<file path="config.mk">
export PLATFORM = sky130hd
export DESIGN_NAME = bus_xfer_ctrl
export DESIGN_NICKNAME = d
export VERILOG_FILES = /design/src/rtl/bus_xfer_ctrl.sv
export SDC_FILE = /design/constraint.sdc
export NUM_CORES = 1
export LEC_CHECK = 0
export BUFFER_PORTS_ARGS = -buffer_cell sky130_fd_sc_hd__buf_2
export CORE_MARGIN = 2
export CORE_UTILIZATION = 38
export DETAILED_ROUTE_END_ITERATION = 7
export PLACE_DENSITY = 0.76
export SLEW_MARGIN = 20
export SYNTH_ARGS = -nofsm -noshare
export SYNTH_HDL_FRONTEND = slang
export SYNTH_SLANG_ARGS = --single-unit
</file>
<file path="constraint.sdc">
create_clock -name clk -period 1.55 [get_ports clk]
set_input_delay 0.2325 -clock clk [delete_from_list [all_inputs] [get_ports clk]]
set_output_delay 0.2325 -clock clk [all_outputs]
set_load 0.01 [all_outputs]
</file>
<file path="src/rtl/bus_xfer_ctrl.sv">
// rtl/bus_xfer_ctrl.sv - single-command bus sequencer driving per-register LDBUS/WR/INC/CLR strobes
// Only this block drives LDBUS; all strobes decode from registered state and latched command fields.
module bus_xfer_ctrl #(
  parameter int DW   = 16,
  parameter int NREG = 8,
  parameter int SELW = 3
) (
  input  logic            clk,
  input  logic            RST,
  input  logic            req_valid,
  output logic            req_ready,
  input  logic [1:0]      req_op,
  input  logic [SELW-1:0] req_src,
  input  logic [SELW-1:0] req_dst,
  input  logic [DW-1:0]   req_imm,
  input  logic [DW-1:0]   bus_in,
  output logic [DW-1:0]   bin_out,
  output logic [NREG-1:0] ldbus,
  output logic [NREG-1:0] wr,
  output logic [NREG-1:0] inc,
  output logic [NREG-1:0] clr,
  output logic            busy,
  output logic            done,
  output logic            err
);

  typedef enum logic [2:0] {
    S_IDLE   = 3'd0,
    S_LOAD   = 3'd1,
    S_WRITE  = 3'd2,
    S_SINGLE = 3'd3,
    S_ERR    = 3'd4
  } state_t;

  localparam logic [1:0]      OP_MOVE = 2'b00;
  localparam logic [1:0]      OP_CLR  = 2'b10;
  localparam logic [1:0]      OP_LDI  = 2'b11;
  localparam logic [SELW:0]   W_NREG  = (SELW+1)'(NREG);
  localparam logic [NREG-1:0] ONE     = NREG'(1);

  state_t          r_state;
  state_t          w_next;
  logic [1:0]      r_op;
  logic [SELW-1:0] r_src;
  logic [SELW-1:0] r_dst;
  logic [DW-1:0]   r_hold;
  logic            w_accept;
  logic            w_illegal;
  logic [NREG-1:0] w_src_oh;
  logic [NREG-1:0] w_dst_oh;

  assign req_ready = (r_state == S_IDLE) && !RST;
  assign w_accept  = req_valid && req_ready;
  // The source index only matters for MOVE; other ops may carry any src.
  assign w_illegal = ({1'b0, req_dst} >= W_NREG) ||
                     ((req_op == OP_MOVE) && ({1'b0, req_src} >= W_NREG));

  always_ff @(posedge clk) begin
    if (RST) begin
      r_state <= S_IDLE;
    end else begin
      r_state <= w_next;
    end
  end

  always_comb begin
    w_next = S_IDLE;
    case (r_state)
      S_IDLE: begin
        if (!w_accept) begin
          w_next = S_IDLE;
        end else if (w_illegal) begin
          w_next = S_ERR;
        end else begin
          case (req_op)
            OP_MOVE: w_next = S_LOAD;
            OP_LDI:  w_next = S_WRITE;
            default: w_next = S_SINGLE;
          endcase
        end
      end
      S_LOAD:  w_next = S_WRITE;
      default: w_next = S_IDLE;
    endcase
  end

  always_ff @(posedge clk) begin
    if (RST) begin
      r_op   <= '0;
      r_src  <= '0;
      r_dst  <= '0;
      r_hold <= '0;
    end else begin
      if (w_accept) begin
        r_op  <= req_op;
        r_src <= req_src;
        r_dst <= req_dst;
      end
      if (w_accept && !w_illegal && (req_op == OP_LDI)) begin
        r_hold <= req_imm;
      end else if (r_state == S_LOAD) begin
        r_hold <= bus_in;
      end
    end
  end

  assign w_src_oh = ONE << r_src;
  assign w_dst_oh = ONE << r_dst;
  assign bin_out  = r_hold;

  always_comb begin
    ldbus = '0;
    wr    = '0;
    inc   = '0;
    clr   = '0;
    busy  = (r_state != S_IDLE);
    done  = 1'b0;
    err   = 1'b0;
    case (r_state)
      S_LOAD: ldbus = w_src_oh;
      S_WRITE: begin
        wr   = w_dst_oh;
        done = 1'b1;
      end
      S_SINGLE: begin
        if (r_op == OP_CLR) begin
          clr = w_dst_oh;
        end else begin
          inc = w_dst_oh;
        end
        done = 1'b1;
      end
      S_ERR:   err = 1'b1;
      default: ;
    endcase
  end

endmodule
</file>
* Word level (Yosys, flattened, before mapping)
Index checks and enable logic that the tools add are counted.
Storage, ports and cells: word-level logic and storage cells 35, input bits 43, output and inout port bits 52, flip-flop bits (word level) 27
Operators by class: mux-type cells 13, equality and inequality tests 6, shift operators 2, reduce and logical (&&, ||, !) cells 9
Operators by type and width (number):
- $mux W8 | 6
- $mux W16 | 2
- $shl A1 B3 Y8 const A | 2
- $eq A3 B2 Y1 const B | 2
- $pmux W3 S2 | 1
- $eq A2 B2 Y1 const B | 2
- $pmux W2 S2 | 1
- $eq A3 B1 Y1 const B | 1
- $eq A3 B3 Y1 const B | 1
- $logic_and A1 B1 Y1 | 3
- $logic_not A3 Y1 | 1
- $reduce_bool A3 Y1 | 1
- $logic_not A2 Y1 | 1
- $mux W1 | 2
- $mux W2 | 1
- $reduce_bool A2 Y1 | 1
- $reduce_or A2 Y1 | 1
- $logic_not A1 Y1 | 1

* Longest topological paths before layout
Gate-level depths: netlist of the first run.
depth after elaboration 5, depth in mapped cells 5, mapped depth without buffers 3

* Least setup slack after synthesis of the first run
OpenSTA, ideal clock, no wires.
path type register to register, start point register r_state[0], end point register r_hold[10], in the netlist bin_out[10], cell stages (with the launch flop) 6, setup slack 0.093 ns, arrival 1.371 ns, library setup time 0.086 ns, period minus slack after synthesis 1.457 ns, path through dfxtp_1 -> clkbuf_1 -> nor4b_4 -> nand3_2 -> buf_6 -> a221oi_2
Between the ends: longest elaborated chain between the ends 5, elaborated cells between the ends (all ways) 7
Ends and longest elaborated chain:
- start: declaration | RTL line 41 | state_t r_state;
- start signal: assignment | RTL line 62 | r_state <= w_next;
- $logic_not A3 Y1 | RTL line 52 | assign req_ready = (r_state == S_IDLE) && !RST;
- $logic_and A1 B1 Y1 | RTL line 52
- $logic_and A1 B1 Y1 | RTL line 53 | assign w_accept = req_valid && req_ready;
- $logic_and A1 B1 Y1 | RTL line 99 | if (w_accept && !w_illegal && (req_op == OP_LDI)) begin
- $mux W16 / $reduce_bool A2 Y1 (equally long branches)
- end signal: assignment | RTL line 100 | r_hold <= req_imm;
- end signal: assignment | RTL line 102 | r_hold <= bus_in;
- end: declaration | RTL line 46 | logic [DW-1:0] r_hold;
Several ways; a longest one is shown, not always the timed one. A chain may end at the register's enable or synchronous reset.

* Worst setup path in the final report of the first run
start point register r_dst[1], end point output clr[2]
Between the ends: longest elaborated chain between the ends 3
Ends and longest elaborated chain:
- start: declaration | RTL line 45 | logic [SELW-1:0] r_dst;
- start signal: assignment | RTL line 97 | r_dst <= req_dst;
- $shl A1 B3 Y8 | RTL line 108 | assign w_dst_oh = ONE << r_dst;
- $mux W8 | RTL line 126 | if (r_op == OP_CLR) begin
- $mux W8 | RTL line 119 | case (r_state)
- end: declaration | RTL line 21 | output logic [NREG-1:0] clr,
No other way between the ends.

==> out/results.ini, run 1 <==
[yosys]
syn_area_um2 = 1450
synth_top_family_by_area = simple AND/OR/NAND/NOR gates
synth_cell_types = 26
synth_most_common_cell = nor2_1
syn_inst = 170
synthTopCellsByCount = nor2_1 (47), dfxtp_1 (26), mux2i_1 (18)
synth_edf_count = 0
synth_compound_area_frac = 0.170
synth-adder-area-share = 0
synth_top_flop_cell = dfxtp_1
synth.avg_cell_area_um2 = 8.50
synthMuxAreaShare = 0.125
synth_simple_gate_area_frac = 0.292
async_flop_share = 0
ys_seq_area_frac = 0.360
synth.top_cell.area_share = 0.360
synth.area.top_cells = dfxtp_1 (36%), mux2i_1 (12%), nor2_1 (12%)
synth-seq-cells = 26
syn_nets = 213
ys_warn_count = 0
yosysTopAreaCell = dfxtp_1
synthXorXnorAreaFrac = 0

[global_route]
overflow = 0
grtUsageTotal = 0.177
grt_start_max_net_pins = 32
grt_pass1_vias = 1435
antenna_found_initial = 0
grt_pass1_wl_mm = 6.11

[sta]
max_freq_mhz = 663
rsz0062_at_grt = yes
fin_skew_ns = 0.00161
hold_viol = 0
fin_setup_tns_ns = 0
setup_viol = 0
period_minus_slack_ns = 1.51
maxSlewViolCount = 0
fin_crit_sh = 0.974
timing.final.ws_setup_ns = 0.0407

[setup_path]
cp_max_fo = 5
rr_worst_depth = 5
endpoint_kind = output port
r2r_slack_ns = 0.07
reg2reg_to = bin_out[13]$_SDFFE_PP0P_
worstPathRequired_ns = 1.32
crit_arrival_ns = 1.28
r2r_start = r_state[1]$_SDFF_PP0_
cp-start-kind = register
critPathKind = register to output port

[pwr]
pwr-share-seq = 0.481
net-switching-power_mw = 0.436
leakagePower_nw = 1.09
powerDensity_nw_per_um2 = 723
clockPowerShare = 0.281
comb_power_share = 0.237
p_int_mw = 1.13
p_sw_frac = 0.279
ir_drop_v = 0.000498

[finish]
multiInputGateArea_um2 = 915
final.fill_count = 348
antennaDiodeCount = 0
drive_gt1_frac = 0.543
nets = 311
final_cell_count_no_fill = 315
area_delta_synth_final_pct = 49.5
seqCellArea_um2 = 538

[placement]
numPortBuffers = 93
dp_hpwl_mm = 2.96
post-place-ws_ns = 0.0418
gp_congestion = 0.691
dp.cells = 307

[die]
die-area_um2 = 4310
core_area_um2 = 3660
start_util = 0.395
fp.dieH_um = 65.7
die_w_um = 65.7
io_pins = 95
num_rows = 22

[cts]
clk_pin_slew_worst_paths_ns = 0.09
root_buffer = clkbuf_8
cts_sinks = 26
htreeDepth = 1
clkLatencyLatePin_ns = 0.27
clk_path_buf_depth = 2
cts_hold_buffers = 0
cts_buffers = 3
cts_tree = done

[flow_run]
cap_violations = 0

[route]
totalWireLength_mm = 3.97
drt_iter0_drc = 39
vias = 1572
ant_nets = 0
viasPerCell = 4.99
wl_per_cell_um = 12.6
drtPass1Iterations = 4
drc = 0

[hold_path]
min_from = req_dst[2]
holdPathEnd = r_dst[2]$_SDFFE_PP0N_
hold_path_depth = 3
min_path_type = primary input to register

[run_status]
status = completed

==> stage by stage <==
stage / hold slack (ns) / total power [mW] / instance area (um^2) / utilization
after floorplan: 0.341 / 0.968 / 1450 / -
after global placement: 0.427 / 1.10 / 1980 / 0.540
after detailed placement: 0.440 / 1.11 / 1980 / 0.540
after CTS: 0.154 / 1.56 / 2080 / 0.569
after global routing: 0.161 / 1.65 / 2160 / 0.590
final: 0.159 / 1.56 / 2160 / 0.590
==> worst max-delay path, cell delays in order (launching register included) <==
cell,delay [ns]
dfxtp_2,0.37
or3b_4,0.41
nor2_1,0.11
buf_2,0.13
==> final cells by class <==
cell class,count,share of cell area
tap,48,0.0278
timing repair buffer,107,0.273
sequential,26,0.249
inverter,1,0.00174
multi-input combinational,129,0.423
clock buffer,4,0.0255
==> flip-flops by register name, summed over array words and instances, names as in the netlist <==
signal   count
r_state      2
r_src        3
r_op         2
bin_out     16
r_dst        3
==> placed cells by master (no fill, tap or decap), types with 2 or more instances in the layout <==
| master | count |
|---|---|
| buf_2 | 93 |
| a221oi_2 | 10 |
| clkbuf_8 | 4 |
| dfxtp_2 | 2 |
| o21ai_0 | 7 |
| a221oi_1 | 6 |
| nand3b_1 | 4 |
| nor2_1 | 41 |
| nand2_1 | 9 |
| buf_4 | 10 |
| nor2_2 | 6 |
| buf_6 | 3 |
| dfxtp_4 | 4 |
| mux2i_1 | 18 |
| or3b_4 | 2 |
| nor3_1 | 2 |
| dfxtp_1 | 20 |
| nor3_2 | 2 |
| nand2b_1 | 9 |
==> metal layers <==
metal	vias up	global-route usage	share of wire
met4	0	0.0469	0.0063
li1	791	-	-
met5	-	0	0
met1	722	0.197	0.42
met2	55	0.347	0.52
met3	4	0.0223	0.055
==> kinds of logic after synthesis <==
kind of cell | after synthesis
simple gates | 86
flops | 26
compound gates | 24
mux | 18
buf+inv | 15
other cells | 1
==> worst max path at each step <==
stage	startpoint	to	slack (ns)	cells after the start
after floorplan	r_state[0]$_SDFF_PP0_	bin_out[10]$_SDFFE_PP0P_	0.09	5
after global placement	r_state[1]$_SDFF_PP0_	r_op[0]$_SDFFE_PP0N_	0.11	4
after detailed placement	r_state[1]$_SDFF_PP0_	r_op[0]$_SDFFE_PP0N_	0.04	4
after CTS	r_state[0]$_SDFF_PP0_	ldbus[0]	0.01	5
after global routing	r_state[1]$_SDFF_PP0_	bin_out[9]$_SDFFE_PP0P_	-0.01	5
final	r_dst[1]$_SDFFE_PP0N_	clr[2]	0.04	3
==> power groups by stage <==
stage	clock (mW)	sequential (mW)	combinational, mW
2_1_floorplan	0	0.770	0.198
4_1_cts	0.453	0.750	0.354
6_report	0.439	0.751	0.371
3_3_place_gp	0	0.764	0.335
3_5_place_dp	0	0.767	0.340
5_1_grt	0.482	0.759	0.405
==> timing repair <==
item,CTS,global route
setup endpoints to repair,28,36
setup buffers,2,3
gates resized for setup,14,18
pin swaps,0,3
No activity file was read; power rests on OpenSTA's default activity.
==> run 2: changes to the inputs <==
--- a/config.mk
+++ b/config.mk
@@ -5,12 +5,15 @@
 export SDC_FILE = /design/constraint.sdc
 export NUM_CORES = 1
 export LEC_CHECK = 0
+export ABC_AREA = 1
 export BUFFER_PORTS_ARGS = -buffer_cell sky130_fd_sc_hd__buf_2
 export CORE_MARGIN = 2
 export CORE_UTILIZATION = 38
 export DETAILED_ROUTE_END_ITERATION = 7
-export PLACE_DENSITY = 0.76
+export PLACE_DENSITY = 0.75
+export SETUP_SLACK_MARGIN = 0.15
 export SLEW_MARGIN = 20
 export SYNTH_ARGS = -nofsm -noshare
 export SYNTH_HDL_FRONTEND = slang
 export SYNTH_SLANG_ARGS = --single-unit
+export TNS_END_PERCENT = 10
==> run 2 against run 1 <==
Clock skew is essentially flat. Clock power down 15%. Core utilization fell by 0.60 points. Final cell count up 22%. Setup slack got worse by 0.015 ns. Worst hold slack improved by 0.030 ns. Sequential share of layout area down 0.81 points. Design area increased by 1.2%.
==> out/results.ini, run 2 <==
[route]
drt_iter0_drc = 69
wl_per_cell_um = 10.6
drc = 0
vias = 1779
viasPerCell = 4.64
totalWireLength_mm = 4.05
drtPass1Iterations = 4
ant_nets = 0

[setup_path]
cpPeakStageDelay_ns = 0.37
cp.depth = 6
cp_max_fo = 4
critPathKind = register to output port
worstPathRequired_ns = 1.32
crit_path_frequent_cell = inv_4
rr_worst_depth = 6
reg2reg_to = bin_out[8]$_SDFFE_PP0P_
critPathCapture = ldbus[1]
cp-start-kind = register
critical_path.startpoint = r_state[0]$_SDFF_PP0_
crit_arrival_ns = 1.29
path_cells = inv_4, nor2_4, inv_4, or2_4, nor2_2, buf_2
critPathTopFamily = simple AND/OR/NAND/NOR gates
r2r_start = r_state[0]$_SDFF_PP0_
cpMaxStageDelayCell = dfxtp_2
r2r_slack_ns = 0.15
critPathBufInv = 3
endpoint_kind = output port

[finish]
largest_reg_flops = 16
final_cell_count_no_fill = 383
final_common_cell = buf_2
antennaDiodeCount = 0
drive_gt1_frac = 0.445
layout_common_cells = buf_2 (92), nand2_1 (67), nor2_1 (27)
area_delta_synth_final_pct = 44.0
final.fill_count = 378
nets = 380
final_core_util = 0.584

[cts]
clk_pin_slew_worst_paths_ns = 0.08
cts_sinks = 26
cts_hold_buffers = 0
cts_buffers = 3
cts_tree = done
htreeDepth = 1
clk_path_buf_depth = 2
root_buffer = clkbuf_8
clkLatencyLatePin_ns = 0.26

[sta]
fin_crit_sh = 0.984
whs_ns = 0.188
fin_skew_ns = 0.00121
maxSlewViolCount = 0
hold_viol = 0
fin_setup_tns_ns = 0
period_minus_slack_ns = 1.52
max_freq_mhz = 656
setup_viol = 0
rsz0062_at_grt = yes

[global_route]
grt_start_max_net_pins = 33
grtUsageTotal = 0.170
antenna_found_initial = 0
overflow = 0
grt_pass1_wl_mm = 6.02
grt_pass1_vias = 1448

[yosys]
syn_inst = 242
synth_top_flop_cell = dfxtp_1
synth_most_common_cell = nand2_1
synth.area.top_cells = dfxtp_1 (34%), nand2_1 (19%), nand3_1 (9.2%)
synth_edf_count = 0
synthTopCellsByCount = nand2_1 (77), nor2_1 (35), nand3_1 (28)
async_flop_share = 0
synth_cell_types = 22
ys_warn_count = 0
yosysTopAreaCell = dfxtp_1
synth.avg_cell_area_um2 = 6.28
syn_area_um2 = 1520
synth-seq-cells = 26
syn_nets = 285
ys_seq_area_frac = 0.343
synth.top_cell.area_share = 0.343

[die]
die_w_um = 67.2
start_util = 0.406
fp.dieH_um = 67.2
num_rows = 22
die-area_um2 = 4520
core_area_um2 = 3740
io_pins = 95

[run_status]
status = completed

[placement]
gp_congestion = 0.818
numPortBuffers = 93
dp_hpwl_mm = 2.90
dp.cells = 375

[hold_path]
min_path_type = primary input to register

[pwr]
powerDensity_nw_per_um2 = 682
leakagePower_nw = 1.17
power_mw = 1.49
ir_drop_v = 0.000662

[flow_run]
cap_violations = 0

[run 2: cell count changes after synthesis, moves of 12 or more]
| cell | previous run | this run |
|---|---|---|
| mux2i_1 | 18 | 0 |
| nor2_1 | 47 | 35 |
| a21oi_1 | 0 | 23 |
| nand3_1 | 2 | 28 |
| nand2_1 | 10 | 77 |
| inv_1 | 1 | 26 |
[run 2: how the worst min path moves through the flow]
stage | cells after the start | start | slack (ns) | to
global route | 3 | req_src[2] | 0.21 | r_src[2]$_SDFFE_PP0N_
global placement | 2 | r_op[1]$_SDFFE_PP0N_ | 0.46 | r_op[1]$_SDFFE_PP0N_
CTS | 3 | req_src[2] | 0.19 | r_src[2]$_SDFFE_PP0N_
floorplan | 2 | req_src[2] | 0.37 | r_src[2]$_SDFFE_PP0N_
finish | 3 | req_src[2] | 0.19 | r_src[2]$_SDFFE_PP0N_
detailed placement | 2 | r_op[1]$_SDFFE_PP0N_ | 0.46 | r_op[1]$_SDFFE_PP0N_
[run 2: cells by family (layout without fill, tap and decap cells)]
kind of cell / after synthesis / after routing / share of synthesized area
other: 1 / 1 / 0.00247
buffers and inverters: 39 / 132 / 0.128
flip-flops: 26 / 26 / 0.343
AO/OA/AOI/OAI: 30 / 30 / 0.0997
AND/OR/NAND/NOR: 146 / 146 / 0.427
[run 2: metrics by stage]
step	worst slack, ns	instance area (um^2)
2_1_floorplan	0.237	1520
3_3_place_gp	0.159	1980
3_5_place_dp	0.110	1980
4_1_cts	0.0322	2060
5_1_grt	-0.0510	2190
6_report	0.0254	2190
[run 2: area by class of cell]
type	count	area [um^2]	share of cell area
inverters	28	110	0.0503
multi-input cells	177	917	0.419
clock buffers	3	41.3	0.0189
repair buffers	101	532	0.243
well taps	48	60.1	0.0275
flip-flops and latches	26	527	0.241
[run 2: power breakdown]
part	leakage (nW)	switching [mW]	internal [mW]
clock	0.0216	0.199	0.174
combinational	0.939	0.212	0.155
sequential	0.214	0.0369	0.714
total	1.17	0.449	1.04
[run 2: timing repair]
action,in CTS,in global routing
setup buffers,3,2
setup endpoints to repair,49,49
gates resized for setup,6,38
pin swaps,1,39
[run 2: routing by layer]
layer / GRT usage / routed length [um]
met1: 0.187 / 1810
met2: 0.328 / 1910
met3: 0.0400 / 299
met4: 0.0357 / 38
met5: 0 / 0
[run 2: tightest hold or removal path, delay by kind of cell]
kind | cells | cell delay [ns]
simple gates | 2 | 0.12
buf+inv | 1 | 0.07
